--- config.mk ---
export PLATFORM = sky130hd
export DESIGN_NAME = mem_port_arbiter_flat
export DESIGN_NICKNAME = d
export VERILOG_FILES = /design/src/rtl/mem_port_arbiter_if.sv /design/src/rtl/mem_port_arbiter.sv /design/src/flat_wrapper.sv
export SDC_FILE = /design/constraint.sdc
export NUM_CORES = 1
export LEC_CHECK = 0
export CORE_AREA = 2 2 98 100
export DETAILED_ROUTE_END_ITERATION = 7
export DIE_AREA = 0 0 100 102
export GPL_TIMING_DRIVEN = 0
export PLACE_DENSITY_LB_ADDON = 0.1
export SETUP_SLACK_MARGIN = 0.05
export SLEW_MARGIN = 20
export SYNTH_ARGS = -nofsm -noshare
export SYNTH_HDL_FRONTEND = slang
export SYNTH_SLANG_ARGS = --single-unit
export TNS_END_PERCENT = 50
--- constraint.sdc ---
create_clock -name clk -period 2.74 [get_ports clk]
set_input_delay 0.274 -clock clk [delete_from_list [all_inputs] [get_ports clk]]
set_output_delay 0.274 -clock clk [all_outputs]
set_load 0.01 [all_outputs]
--- src/rtl/mem_port_arbiter_if.sv ---
// Bus bundle between the IF/MEM requesters, the memory port arbiter and the
// unified single-port BRAM.
//
// Signals
//   IReq/IAddr/IFlush      IF read request, byte address, response flush
//   IValid/IRdata          IF response pulse and instruction word
//   DReq/DWe/DAddr/DWdata  MEM request, byte write enables (0 = read),
//                          byte address, lane-aligned store data
//   DValid/DRdata          MEM response/write-done pulse and load data
//   RamEn/RamWe/RamAddr/RamWdata  BRAM command (driven by the arbiter)
//   RamRdata               BRAM read data, one cycle after RamEn
//
// Modports
//   slave   the arbiter
//   master  the environment: requesters plus the BRAM read-data return
interface mem_port_arbiter_if #(
  parameter int RAM_AW = 12
);
  logic              IReq;
  logic [31:0]       IAddr;
  logic              IFlush;
  logic              IValid;
  logic [31:0]       IRdata;
  logic              DReq;
  logic [3:0]        DWe;
  logic [31:0]       DAddr;
  logic [31:0]       DWdata;
  logic              DValid;
  logic [31:0]       DRdata;
  logic              RamEn;
  logic [3:0]        RamWe;
  logic [RAM_AW-1:0] RamAddr;
  logic [31:0]       RamWdata;
  logic [31:0]       RamRdata;

  modport slave (
    input  IReq, IAddr, IFlush, DReq, DWe, DAddr, DWdata, RamRdata,
    output IValid, IRdata, DValid, DRdata, RamEn, RamWe, RamAddr, RamWdata
  );

  modport master (
    output IReq, IAddr, IFlush, DReq, DWe, DAddr, DWdata, RamRdata,
    input  IValid, IRdata, DValid, DRdata, RamEn, RamWe, RamAddr, RamWdata
  );
endinterface

--- src/rtl/mem_port_arbiter.sv ---
// Memory port arbiter: shares one single-port, 1-cycle-latency BRAM between
// instruction fetch (IF) and data access (MEM).
//
// Ports
//   clk    clock, all state updates on the rising edge
//   rst_n  synchronous active-low reset
//   bus    mem_port_arbiter_if.slave: IF/MEM request and response signals
//          plus the BRAM command/read-data signals
//
// Operation
//   Each cycle one requester is granted combinationally and drives the BRAM.
//   MEM has priority; IF wins when MEM is idle or after IF has lost
//   arbitration STARVE_MAX consecutive cycles. The granted side is recorded
//   in a pending register and its response valid pulses the following cycle.
module mem_port_arbiter #(
  parameter int RAM_AW     = 12,
  parameter int STARVE_MAX = 4
) (
  input logic                clk,
  input logic                rst_n,
  mem_port_arbiter_if.slave  bus
);

  localparam logic [3:0] STARVE_LIM = 4'(STARVE_MAX);

  typedef enum logic [1:0] {
    PEND_NONE = 2'd0,
    PEND_I    = 2'd1,
    PEND_D    = 2'd2
  } pend_e;

  pend_e       pend_q, pend_d;
  logic [3:0]  starve_q, starve_d;
  logic        gnt_i, gnt_d;

  // Only the word-address field reaches the BRAM; the rest is ignored.
  logic unused_addr_bits;
  assign unused_addr_bits = ^{bus.IAddr[31:RAM_AW+2], bus.IAddr[1:0],
                              bus.DAddr[31:RAM_AW+2], bus.DAddr[1:0]};

  // Grant: held inactive while reset is asserted so no BRAM write can slip
  // through during reset.
  always_comb begin
    gnt_i = 1'b0;
    gnt_d = 1'b0;
    if (rst_n) begin
      if (bus.DReq && !(bus.IReq && (starve_q == STARVE_LIM))) begin
        gnt_d = 1'b1;
      end else if (bus.IReq) begin
        gnt_i = 1'b1;
      end
    end
  end

  always_comb begin
    bus.RamEn    = gnt_i | gnt_d;
    bus.RamWe    = 4'b0000;
    bus.RamAddr  = '0;
    bus.RamWdata = 32'd0;
    if (gnt_d) begin
      bus.RamWe    = bus.DWe;
      bus.RamAddr  = bus.DAddr[RAM_AW+1:2];
      bus.RamWdata = bus.DWdata;
    end else if (gnt_i) begin
      bus.RamAddr  = bus.IAddr[RAM_AW+1:2];
    end
  end

  // Next-state: pending owner follows the grant; the starvation count only
  // grows while IF is actually waiting behind a MEM grant.
  always_comb begin
    pend_d   = PEND_NONE;
    starve_d = starve_q;
    if (gnt_d) begin
      pend_d = PEND_D;
    end else if (gnt_i) begin
      pend_d = PEND_I;
    end

    if (!bus.IReq || gnt_i) begin
      starve_d = 4'd0;
    end else if (gnt_d && (starve_q < STARVE_LIM)) begin
      starve_d = starve_q + 4'd1;
    end
  end

  always_ff @(posedge clk) begin
    if (!rst_n) begin
      pend_q   <= PEND_NONE;
      starve_q <= 4'd0;
    end else begin
      pend_q   <= pend_d;
      starve_q <= starve_d;
    end
  end

  // Responses: read data is passed straight through from the BRAM. A flush
  // only masks the IF valid of the response arriving this cycle.
  always_comb begin
    bus.IValid = (pend_q == PEND_I) && !bus.IFlush;
    bus.DValid = (pend_q == PEND_D);
    bus.IRdata = bus.RamRdata;
    bus.DRdata = bus.RamRdata;
  end

endmodule

--- src/flat_wrapper.sv ---
// flat-port wrapper written by rule: the top's interface ports become plain ports
module mem_port_arbiter_flat 
#(
  parameter int RAM_AW     = 12,
  parameter int STARVE_MAX = 4
)
  (clk, rst_n, bus_IReq, bus_IAddr, bus_IFlush, bus_DReq, bus_DWe, bus_DAddr, bus_DWdata, bus_RamRdata, bus_IValid, bus_IRdata, bus_DValid, bus_DRdata, bus_RamEn, bus_RamWe, bus_RamAddr, bus_RamWdata);
  mem_port_arbiter_if #(.RAM_AW(RAM_AW)) bus_i ();
  input logic clk;
  input logic rst_n;
  input wire logic [$bits(bus_i.IReq)-1:0] bus_IReq;
  input wire logic [$bits(bus_i.IAddr)-1:0] bus_IAddr;
  input wire logic [$bits(bus_i.IFlush)-1:0] bus_IFlush;
  input wire logic [$bits(bus_i.DReq)-1:0] bus_DReq;
  input wire logic [$bits(bus_i.DWe)-1:0] bus_DWe;
  input wire logic [$bits(bus_i.DAddr)-1:0] bus_DAddr;
  input wire logic [$bits(bus_i.DWdata)-1:0] bus_DWdata;
  input wire logic [$bits(bus_i.RamRdata)-1:0] bus_RamRdata;
  output wire logic [$bits(bus_i.IValid)-1:0] bus_IValid;
  output wire logic [$bits(bus_i.IRdata)-1:0] bus_IRdata;
  output wire logic [$bits(bus_i.DValid)-1:0] bus_DValid;
  output wire logic [$bits(bus_i.DRdata)-1:0] bus_DRdata;
  output wire logic [$bits(bus_i.RamEn)-1:0] bus_RamEn;
  output wire logic [$bits(bus_i.RamWe)-1:0] bus_RamWe;
  output wire logic [$bits(bus_i.RamAddr)-1:0] bus_RamAddr;
  output wire logic [$bits(bus_i.RamWdata)-1:0] bus_RamWdata;
  assign bus_i.IReq = bus_IReq;
  assign bus_i.IAddr = bus_IAddr;
  assign bus_i.IFlush = bus_IFlush;
  assign bus_i.DReq = bus_DReq;
  assign bus_i.DWe = bus_DWe;
  assign bus_i.DAddr = bus_DAddr;
  assign bus_i.DWdata = bus_DWdata;
  assign bus_i.RamRdata = bus_RamRdata;
  assign bus_IValid = bus_i.IValid;
  assign bus_IRdata = bus_i.IRdata;
  assign bus_DValid = bus_i.DValid;
  assign bus_DRdata = bus_i.DRdata;
  assign bus_RamEn = bus_i.RamEn;
  assign bus_RamWe = bus_i.RamWe;
  assign bus_RamAddr = bus_i.RamAddr;
  assign bus_RamWdata = bus_i.RamWdata;
  mem_port_arbiter #(.RAM_AW(RAM_AW), .STARVE_MAX(STARVE_MAX)) u_core (.clk(clk), .rst_n(rst_n), .bus(bus_i));
endmodule
Yosys cells after proc, flatten, opt, wreduce, memory -nomap -nowiden
Index checks and enable logic that the tools add are counted.

Add/subtract/negate cells: 1. Order comparisons: 1. Equality and inequality tests: 3. Mux-type cells: 11. Bitwise gates (word level): 2. Reduce and logical (&&, ||, !) cells: 10.

Operators with widths (count): 32-bit 2-to-1 mux (1); 12-bit 2-to-1 mux (2); 1-bit 2-to-1 mux (6); 4-bit by 1-bit adder with 4-bit output (second input constant) (1); 4-bit by 3-bit equality test with 1-bit output (second input constant) (1); 1-bit logical AND (4); 4-bit by 3-bit < comparator with 1-bit output (second input constant) (1); 4-bit 2-to-1 mux (1); 2-bit OR reduction (2); 1-bit logical NOT (3); 2-bit by 1-bit equality test with 1-bit output (second input constant) (1); 2-bit equality test (second input constant) (1); 2-bit 2-to-1 mux (1); 1-bit logical OR (1); 1-bit NOT (1); 1-bit OR (1).

Register bits: 6. Input port bits: 137. Output and inout port bits: 115. Word-level logic and storage cells: 31.

Logic depth before layout (Yosys ltp)
Depth after elaboration: 8. Depth in mapped cells: 6. Gate-level depth less buffers: 5.

Least setup slack after synthesis
Ideal clock, no wire load.

Path kind: reg-to-output. From: register u_core.starve_q[0]. To: output port bus_RamWdata[12]. Arrival time: 1.291 ns. Data required time: 2.466 ns. Path slack: 1.175 ns. Cell stages (with the launch flop): 7. Buffers on the path: 2. Cell sequence: dfxtp_1 -> inv_1 -> ha_1 -> a41oi_2 -> buf_4 -> buf_6 -> and2_1.

Word-level cells in the longest chain between the ends: 7.

Ends and longest elaborated chain: start: declaration (RTL line mem_port_arbiter.sv:33) `logic [3:0] starve_q, starve_d;`; start signal: assignment (RTL line mem_port_arbiter.sv:93) `starve_q <= starve_d;`; 4-bit by 3-bit equality test with 1-bit output (RTL line mem_port_arbiter.sv:47) `if (bus.DReq && !(bus.IReq && (starve_q == STARVE_LIM))) begin`; 1-bit logical AND (RTL line mem_port_arbiter.sv:47); 1-bit logical NOT (RTL line mem_port_arbiter.sv:47); 1-bit logical AND (RTL line mem_port_arbiter.sv:47); 1-bit 2-to-1 mux (RTL line mem_port_arbiter.sv:47); 1-bit 2-to-1 mux (RTL line mem_port_arbiter.sv:46) `if (rst_n) begin`; 32-bit 2-to-1 mux (RTL line mem_port_arbiter.sv:60) `if (gnt_d) begin`; end: declaration (RTL line flat_wrapper.sv:26) `output wire logic [$bits(bus_i.RamWdata)-1:0] bus_RamWdata;`.

Every way passes these cells.

Worst setup path after layout
From: input port rst_n. To: output port bus_RamWdata[15].

Word-level cells in the longest chain between the ends: 2.

Ends and longest elaborated chain: start: declaration (RTL line flat_wrapper.sv:10) `input logic rst_n;`; 1-bit 2-to-1 mux (RTL line mem_port_arbiter.sv:46); 32-bit 2-to-1 mux (RTL line mem_port_arbiter.sv:60).

Every way passes these cells.

==> results.tsv <==
stage	metric	value	unit
placed_design	hpwl dp	4472	um
timing	min cycle time layout	2.521	ns
global_routing	antenna violations before repair	0	
floorplanning	DIE WIDTH	100	um
setup_path	Worst Setup EP	bus_RamWdata[15]	
logic_synthesis	Synth Area in Adders	0.02230	
power_and_ir_drop	leak pwr	1.291	nW
timing	Slew headroom	0.8001	
timing	worst slew pin tran	0.2989	ns
clock_network	CTS sink count	6	
clock_network	Inserted Clock Buffers	3	
floorplanning	Ports	252	
placed_design	gp weighted congestion	0.6547	
clock_network	# H-tree levels	1	
floorplanning	Die Footprint	10200	um2
timing	Final period util	0.9202	
route	drt wl/cell	11.43	um
logic_synthesis	Yosys reg bits	6	
outcome	run status	finished, final reports clean	
clock_network	CTS Buffer Depth	2	
timing	Hold Fails Final Rpt	0	
clock_network	clk root buf	clkbuf_8	
logic_synthesis	post-synthesis mux area share	0	
global_routing	vias in the first global route	1510	
timing	final setup fails	0	
layout	most frequent cells in the layout	clkdlybuf4s50_1, buf_4, and2_1	
power_and_ir_drop	Power Density	206.3	nW/um2
timing	RSZ-0062 raised after global routing	false	
power_and_ir_drop	Sw Ratio	0.2525	
route	via count	1586	
layout	Synth-to-Final Area Change	177.7	%
setup_path	element type at the critical path end	primary output	
floorplanning	initial core utilization	0.1232	
layout	post-layout util	0.3422	
placed_design	IO buf count	179	
clock_network	Skew-Pair Late Insertion Delay	0.22	ns
setup_path	critical path required time	2.47	ns
setup_path	setup slack, reg-to-reg	1.40	ns
layout	Inserted Diodes	0	
route	DRC	0	
hold_path	min-delay worst type	input pin to flop	
route	total routed wirelength	5027	um
global_routing	All-Layer GR Usage	0.08569	
clock_network	Post-CTS Setup Bufs	0	
layout	share of layout cells above drive strength 1	0.2280	
global_routing	largest net degree at the start of global routing	11	
logic_synthesis	Synth Net Count	286	
logic_synthesis	post-synthesis instance total	147	
route	DRT antenna net count	0	
logic_synthesis	Synth Warn #	0	
logic_synthesis	post-synthesis compound-gate area fraction	0.1327	
power_and_ir_drop	P_int	0.4807	mW
power_and_ir_drop	Psw	0.1624	mW
floorplanning	area of the core	9109	um2
layout	commonest non-fill, non-tap cell in the layout	clkdlybuf4s50_1	
floorplanning	Rows	35	
clock_network	TritonCTS clock tree	done	
power_and_ir_drop	Reg power frac	0.142	
floorplanning	die height	102	um
timing	Max Clk Rate	0.3966	GHz
logic_synthesis	Post-Syn Area	1122	um2
setup_path	reg-to-reg endpoint	u_core.pend_q[0]	
logic_synthesis	synthesized area per cell	7.635	um2
setup_path	critical path launch point type	input pin	
setup_path	Crit. Startpoint	rst_n	
setup_path	CP arrival	2.25	ns
clock_network	Clk pin slew, worst setup/hold paths	0.04	ns
logic_synthesis	sequential area share after synthesis	0.1070	
route	violation count after the first detailed-route iteration	25	
power_and_ir_drop	Clock Power Share	0.206	
route	router iterations before antenna repair	4	
setup_path	max incr delay on CP	0.55	ns
power_and_ir_drop	combinational fraction of design power	0.652	
global_routing	total gr overflow	0	
layout	final net count	470	
setup_path	worst path cell trace	clkdlybuf4s50_1 -> nand2_1 -> a41oi_4 -> buf_6 -> buf_6 -> and2_1 -> clkdlybuf4s50_1	
setup_path	RR Startpoint	u_core.starve_q[0]	
setup_path	peak fanout along the critical path	10	
timing	Slew Viols, Final	0	
setup_path	Reg2Reg Depth	5	
job	max cap viols	0	
setup_path	critical path class	input pin to primary output	
logic_synthesis	post-synth cell types	23	
timing	Final Skew	0.001314	ns
logic_synthesis	post-synthesis simple-gate area fraction	0.2564	
logic_synthesis	largest family of logic cells by synthesized area	buffers and inverters	
setup_path	slowest CP cell	clkdlybuf4s50_1	
logic_synthesis	XOR/XNOR Fraction of Synth Area	0.007804	
timing	Setup TNS	0	ns
power_and_ir_drop	Peak VDD IR	146.4	uV
global_routing	first-pass GRT wire length	7058	um
route	via-per-instance ratio	3.605	
## Yosys cell counts
master	n	area (um2)
a21oi_1	1	5.000
ha_1	2	25.02
buf_2	1	5.000
dfxtp_1	6	120.1
nor2_1	1	3.750
a41oi_1	1	8.760
nor2b_1	1	6.260
nor3b_1	1	7.510
clkbuf_1	1	3.750
o21a_1	1	7.510
clkbuf_2	1	5.000
nor4_1	1	6.260
buf_6	1	11.26
buf_4	66	495.5
a41oi_2	1	16.27
and2_1	36	225.2
a22o_1	12	105.1
inv_1	3	11.26
nand3b_1	1	7.510
nand2_1	3	11.26
a31oi_1	1	6.260
xnor2_1	1	8.760
nor3_1	4	20.02
## stage by stage
step           power [mW]  worst slack [ns]  hold WS, ns  cell area [um2]  instances
2_1_floorplan      0.2514             1.175       0.4682             1122        147
3_5_place_dp       0.5140           0.05780       0.5347             3053        437
5_1_grt            0.6815           0.07662       0.5321             3117        440
6_report           0.6431            0.2186       0.4994             3117        440
4_1_cts            0.6525           0.05549       0.5398             3094        440
3_3_place_gp       0.5143           0.06881       0.5490             3053        437
## layout make-up
cell class              count  area, um2
plain buffers              70      525.5
multi-input cells          68      485.5
repair buffers            179       1794
inverters                   3      11.26
flip-flops and latches      6      120.1
clock buffers               3      41.29
well taps                 111      138.9
fillers                   946       5992
## worst min-delay path by stage
stage,start,to,slack (ns),depth (start not counted)
after floorplan,bus_DReq,u_core.starve_q[0],0.47,2
after global placement,u_core.starve_q[3],u_core.starve_q[3],0.55,2
after detailed placement,u_core.starve_q[3],u_core.starve_q[3],0.53,2
after CTS,u_core.starve_q[3],u_core.starve_q[3],0.54,2
after global routing,bus_DReq,u_core.starve_q[1],0.53,3
final,bus_DReq,u_core.starve_q[1],0.50,3
## registers in the layout, indices dropped and copies added, names as in the netlist
| signal | count |
|---|---|
| u_core.pend_q | 2 |
| u_core.starve_q | 4 |
## critical path: cells and delay by family
family                 cells  cell delay (ns)
AO/OA/AOI/OAI              1             0.30
buffers and inverters      4             1.43
AND/OR/NAND/NOR            2             0.24
## timing repair
action | CTS | global route
hold endpoints to repair | 0 | 0
hold buffers | 0 | 0
setup endpoints to repair | 0 | 35
resized for setup | 0 | 6
## metal layers
| layer | global-route usage | wire length, um |
|---|---|---|
| met5 | 0 | 0 |
| met4 | 0.01897 | 26 |
| met3 | 0.04720 | 861 |
| met2 | 0.1518 | 2350 |
| met1 | 0.08990 | 1789 |
## cell families after synthesis
| group | Yosys count |
|---|---|
| AO/OA/AOI/OAI | 17 |
| flip-flops | 6 |
| adder cells (fa/ha/maj) | 2 |
| AND/OR/NAND/NOR | 48 |
| buffers and inverters | 73 |
| XOR/XNOR | 1 |
## power by group through the flow
| stage | registers [mW] | clock network [mW] | logic, mW |
|---|---|---|---|
| floorplan | 0.0921 | 0 | 0.159 |
| global placement | 0.0924 | 0 | 0.422 |
| detailed placement | 0.0925 | 0 | 0.422 |
| CTS | 0.0912 | 0.138 | 0.423 |
| global route | 0.0915 | 0.143 | 0.447 |
| finish | 0.0912 | 0.133 | 0.419 |
Note: power is estimated with default switching activity, not from simulation.
